==> config.mk <==
export PLATFORM = sky130hd
export DESIGN_NAME = fetch_sequencer
export DESIGN_NICKNAME = d
export VERILOG_FILES = /design/src/rtl/fetch_sequencer.sv
export SDC_FILE = /design/constraint.sdc
export NUM_CORES = 1
export LEC_CHECK = 0
export BUFFER_PORTS_ARGS = -buffer_cell sky130_fd_sc_hd__buf_2
export CORE_ASPECT_RATIO = 1.2
export CORE_MARGIN = 1.5
export CORE_UTILIZATION = 42
export CTS_CLUSTER_SIZE = 28
export DETAILED_ROUTE_END_ITERATION = 10
export GPL_TIMING_DRIVEN = 1
export HOLD_SLACK_MARGIN = 0.15
export PLACE_DENSITY = 0.79
export SLEW_MARGIN = 40
export SYNTH_ARGS = -nofsm -noshare
export SYNTH_HDL_FRONTEND = slang
export SYNTH_SLANG_ARGS = --single-unit
export TNS_END_PERCENT = 50
==> constraint.sdc <==
create_clock -name clk -period 2 [get_ports clk]
set_clock_uncertainty 0.1 [all_clocks]
set_input_delay 0.2 -clock clk [delete_from_list [all_inputs] [get_ports clk]]
set_output_delay 0.2 -clock clk [all_outputs]
set_load 0.01 [all_outputs]
==> src/rtl/fetch_sequencer.sv <==
// fetch_sequencer: owns the PC, issues one instruction-memory request at a
// time, buffers the returned word and hands it to decode over valid/ready.
// Redirects (jump > branch) are honoured in every state. A response that is
// already in flight when a redirect arrives is drained and discarded.
// Optional macro FETCH_MISALIGN_TRAP_EN: a misaligned redirect target parks
// the fetcher in FAULT. Without the macro, target bits [1:0] are cleared.
module fetch_sequencer #(
    parameter logic [31:0] RESET_VECTOR = 32'h0000_0000
) (
    input  logic        clk,
    input  logic        rst_n,
    input  logic        jump,
    input  logic [31:0] jump_target,
    input  logic        branch_taken,
    input  logic [31:0] branch_target,
    output logic        imem_req,
    output logic [31:0] imem_addr,
    input  logic        imem_gnt,
    input  logic        imem_rvalid,
    input  logic [31:0] imem_rdata,
    output logic        if_valid,
    output logic [31:0] if_instr,
    output logic [31:0] if_pc,
    input  logic        if_ready,
    output logic [31:0] pc
`ifdef FETCH_MISALIGN_TRAP_EN
    ,
    output logic        fetch_fault,
    output logic [31:0] fault_pc
`endif
);

    typedef enum logic [2:0] {
        S_IDLE, S_REQ, S_WAIT, S_HOLD
`ifdef FETCH_MISALIGN_TRAP_EN
        , S_FAULT
`endif
    } state_t;

    state_t      state_q, state_d;
    logic [31:0] pc_q, pc_d;
    logic        drop_q, drop_d;
    logic [31:0] instr_q, ipc_q;
    logic        capture;

    logic        redirect;
    logic [31:0] raw_tgt, tgt;
    logic        tgt_bad;
    state_t      redir_st;  // where a redirect sends us when nothing must drain
    state_t      drain_st;  // where we go once a dropped response has arrived

    assign redirect = jump | branch_taken;
    assign raw_tgt  = jump ? jump_target : branch_target;

`ifdef FETCH_MISALIGN_TRAP_EN
    logic [31:0] fault_pc_q, fault_pc_d;
    assign tgt      = raw_tgt;
    assign tgt_bad  = redirect && (raw_tgt[1:0] != 2'b00);
    assign redir_st = tgt_bad ? S_FAULT : S_REQ;
    // pc only becomes misaligned through a misaligned redirect, so a drain
    // that ends with a misaligned pc owes us a trip into FAULT
    assign drain_st = (pc_q[1:0] != 2'b00) ? S_FAULT : S_REQ;
`else
    assign tgt      = {raw_tgt[31:2], 2'b00};
    assign tgt_bad  = 1'b0;
    assign redir_st = S_REQ;
    assign drain_st = S_REQ;
`endif

    // Next-state, next-pc and drop-flag logic
    always_comb begin
        state_d = state_q;
        pc_d    = pc_q;
        drop_d  = drop_q;
        capture = 1'b0;
`ifdef FETCH_MISALIGN_TRAP_EN
        fault_pc_d = fault_pc_q;
        if (tgt_bad) fault_pc_d = raw_tgt;
`endif
        case (state_q)
            S_IDLE: state_d = redirect ? redir_st : S_REQ;
            S_REQ: begin
                if (imem_gnt) begin
                    state_d = S_WAIT;
                    drop_d  = redirect;
                end else if (redirect) begin
                    // withdraw the request for one cycle, re-issue via IDLE
                    state_d = (redir_st == S_REQ) ? S_IDLE : redir_st;
                end
            end
            S_WAIT: begin
                if (imem_rvalid) begin
                    drop_d = 1'b0;
                    if (redirect)    state_d = redir_st;
                    else if (drop_q) state_d = drain_st;
                    else begin
                        capture = 1'b1;
                        state_d = S_HOLD;
                    end
                end else if (redirect) begin
                    drop_d = 1'b1;
                end
            end
            S_HOLD: begin
                if (redirect) state_d = redir_st;
                else if (if_ready) begin
                    pc_d    = pc_q + 32'd4;
                    state_d = S_REQ;
                end
            end
`ifdef FETCH_MISALIGN_TRAP_EN
            S_FAULT: if (redirect) state_d = redir_st;
`endif
            default: state_d = S_IDLE;
        endcase
        // a redirect always wins over the sequential pc+4
        if (redirect) pc_d = tgt;
    end

    // State, pc and drop flag registers
    always_ff @(posedge clk or negedge rst_n) begin
        if (!rst_n) begin
            state_q <= S_IDLE;
            pc_q    <= RESET_VECTOR;
            drop_q  <= 1'b0;
        end else begin
            state_q <= state_d;
            pc_q    <= pc_d;
            drop_q  <= drop_d;
        end
    end

    // Decode buffer: loaded only from a response that was not squashed
    always_ff @(posedge clk or negedge rst_n) begin
        if (!rst_n) begin
            instr_q <= 32'h0;
            ipc_q   <= RESET_VECTOR;
        end else if (capture) begin
            instr_q <= imem_rdata;
            ipc_q   <= pc_q;
        end
    end

`ifdef FETCH_MISALIGN_TRAP_EN
    // Offending target of the most recent misaligned redirect
    always_ff @(posedge clk or negedge rst_n) begin
        if (!rst_n) fault_pc_q <= 32'h0;
        else        fault_pc_q <= fault_pc_d;
    end

    assign fetch_fault = (state_q == S_FAULT);
    assign fault_pc    = fault_pc_q;
`endif

    assign imem_req  = (state_q == S_REQ);
    assign imem_addr = pc_q;
    assign if_valid  = (state_q == S_HOLD);
    assign if_instr  = instr_q;
    assign if_pc     = ipc_q;
    assign pc        = pc_q;

endmodule

==> key figures <==
Setup path
  • Setup crit end kind: flip-flop
  • Maximum fanout along the worst path: 4
  • Critical path startpoint category: flip-flop
  • WP data required: 2.15 ns
  • Kind of critical path: reg2reg
  • Crit path DAT: 2.05 ns

STA
  • Final setup vio count: 0
  • F_max: 525.1 MHz
  • Final hold violations: 0
  • Slew of the pin with the lowest slew margin: 0.5459 ns
  • Tcrit/Tclk final: 95.22%
  • Relative slew slack: 63.47%
  • Setup TNS: 0 ns
  • Minimum clock period: 1.904 ns
  • Max Slew Vio Count: 0

Die
  • Die area: 12060 µm²
  • Die H: 120.0 µm
  • FP Rows: 42
  • Core Region: 11090 µm²
  • Starting Density: 43.23%
  • Die W: 100.5 µm
  • # IOs: 233

Clocking
  • CTS clock-pin slew for the worst setup and hold paths: 0.07 ns
  • Clock sinks: 95
  • Root Driver: clkbuf_16
  • # H-tree levels: 3
  • Clock buffer depth: 2
  • TritonCTS clock tree: built
  • CTS Buf Count: 9
  • Clk Latency, worst-skew pair: 0.34 ns

Yosys
  • YS warnings: 0
  • Syn Inst Count: 432
  • Synth cell count leaders: dfrtp_1 (95), mux2_2 (62), buf_4 (36), a21oi_1 (25), nand2_1 (24)
  • Yosys top cell area share: 49.60%
  • Largest area contributor in the netlist: dfrtp_1
  • Mapped Area: 4793 µm²
  • Post-synthesis async set-or-reset flop share: 100.0%
  • Netlist cell types: 50
  • Count leader, synth: dfrtp_1
  • Yosys reg bits: 95
  • Fraction of the yosys area taken by sequential cells: 49.60%
  • Synthesized area per cell: 11.10 µm²
  • Post-synth EDFFs: 0
  • Main synth FF type: dfrtp_1
  • Top post-synthesis cells by area: dfrtp_1 (50%), mux2_2 (15%), buf_4 (5.6%)

Pwr
  • Static leakage: 3.752 nW
  • Cell area power density: 941.6 nW/µm²
  • Max IR drop VDD: 394.7 µV

Global routing
  • Total gr overflow: 0
  • Initial antenna violation count: 0
  • Vias in the first global route: 4647
  • Total track usage: 24.38%
  • Pin count of the biggest net entering global routing: 48
  • First-pass GRT wire length: 22780 µm

Hold path
  • Class of the worst hold path: in2reg

Drt
  • DRC: 0
  • Total vias in the final route: 4581
  • Antenna Nets Post-Route: 0
  • Initial DRT Pass Iterations: 6
  • Routed wire per std cell: 16.83 µm
  • Routed WL: 15070 µm
  • Vias per inst: 5.118
  • Initial DRC count: 286

Cells and area
  • Area growth, synth to finish: 51.40%
  • Layout cells sized above 1: 47.30%
  • Fillers: 852
  • Nets: 844
  • Fin cells: 895

Placed design
  • Dpl hpwl: 10250 µm
  • RD Place Congestion: 0.8662
  • Cells after DPL: 795
  • PortBufs: 222

Outcome
  • Status: finished clean

Run
  • Max cap viols: 0
-- registers in the layout (all words and copies together), names as in the netlist --
register and cells:
drop_q 1, if_instr 32, if_pc 30, imem_addr 30, state_q 2
-- final cells by class --
type	count	area (µm²)	area share, %
diodes	1	2.502	0.03448
clock buffers	9	225.2	3.103
clock inverters	6	70.07	0.9655
inverters	9	33.78	0.4655
multi-input cells	278	2101	28.95
flip-flops and latches	95	2377	32.76
well taps	154	192.7	2.655
repair buffers	343	2255	31.07
-- logic make-up after synthesis --
| family | synth area share [%] |
|---|---|
| AND/OR/NAND/NOR | 11.09 |
| XOR/XNOR | 3.289 |
| adder cells (fa/ha/maj) | 1.305 |
| other | 0.07823 |
| flip-flops | 49.60 |
| AO/OA/AOI/OAI | 11.85 |
| multiplexers | 14.77 |
| buffers and inverters | 8.013 |
-- repair_timing --
item                                   in CTS  in global routing
endpoints found under the hold margin     156                  0
buffers inserted                            0                  1
setup endpoints to repair                   1                  9
hold buffers                               83                  0
gates resized for setup                     1                  6
pin swaps                                   0                  2
-- worst max-delay path: stages (launching register included) --
cell and delay (ns):
dfrtp_1 0.35, ha_1 0.22, nand4_1 0.29, nor4_4 0.41
buf_4 0.17, a31oi_1 0.08, o31ai_1 0.20
-- layout by cell type (no fill, tap or decap), types with 2 or more instances in the layout --
master,synthesis,final
buf_2,7,221
dfrtp_1,95,95
dlygate4sd3_1,0,83
mux2_2,62,62
buf_4,36,37
a21oi_1,25,25
nand2_1,24,23
o21ai_0,18,18
nor2_1,15,15
nor2b_1,13,13
xor2_1,12,12
a211oi_1,12,12
nand3_1,10,10
inv_1,9,9
clkbuf_16,0,9
a22oi_1,8,8
nand4_1,7,7
a31oi_1,6,6
xnor2_1,6,6
conb_1,1,6
o22ai_1,5,5
ha_1,5,5
nor4_4,1,3
nor3_1,3,3
o21ai_1,3,3
a2bb2oi_1,3,3
a22o_1,3,3
clkinvlp_4,0,3
nand3_2,2,2
or3_1,2,2
nor3_4,0,2
nor4_1,4,2
and3_1,2,2
inv_6,0,2
buf_12,0,2
-- stage by stage --
stage          setup WS (ns)  util [%]  hold slack (ns)  area, µm²  total power, mW
6_report             0.09553     65.45           0.1455       7257            6.833
5_1_grt             -0.01368     65.43           0.1622       7254            7.204
4_1_cts              0.01825     65.02           0.1504       7209            6.830
3_5_place_dp        0.005565     54.81        -0.005268       6077            4.962
3_3_place_gp          0.1116     54.81        -0.005052       6077            4.850
2_1_floorplan        0.06010         -          -0.1956       4818            3.974
-- power by group --
part / switching (mW) / internal (mW) / total (mW)
Combinational: 1.15 / 1.17 / 2.33
Sequential: 0.315 / 2.46 / 2.78
Clock: 0.756 / 0.971 / 1.73
Total: 2.22 / 4.61 / 6.83
-- routing by layer --
metal  global-route usage [%]  vias up  wire [µm]
met5                        0        -          0
met4                    8.891        0        355
met3                    4.019       31        851
met2                    45.62      218       7991
met1                    27.41     2215       5868
li1                         -     2117          -
-- worst paths after layout --
check / cells past startpoint / startpoint / to / slack, ns
worst max-delay path: 6 / imem_addr[3] / imem_addr[24] / 0.1
worst min-delay path: 4 / branch_target[27] / imem_addr[27] / 0.15
worst max register to register: 6 / imem_addr[3] / imem_addr[24] / 0.1
worst min register to register: 1 / if_pc[14] / if_pc[14] / 0.40
max in group asynchronous: 3 / rst_n / imem_addr[2] / 0.95
min in group asynchronous: 2 / rst_n / if_instr[16] / 0.18
Power figures use the tool's default switching activity.
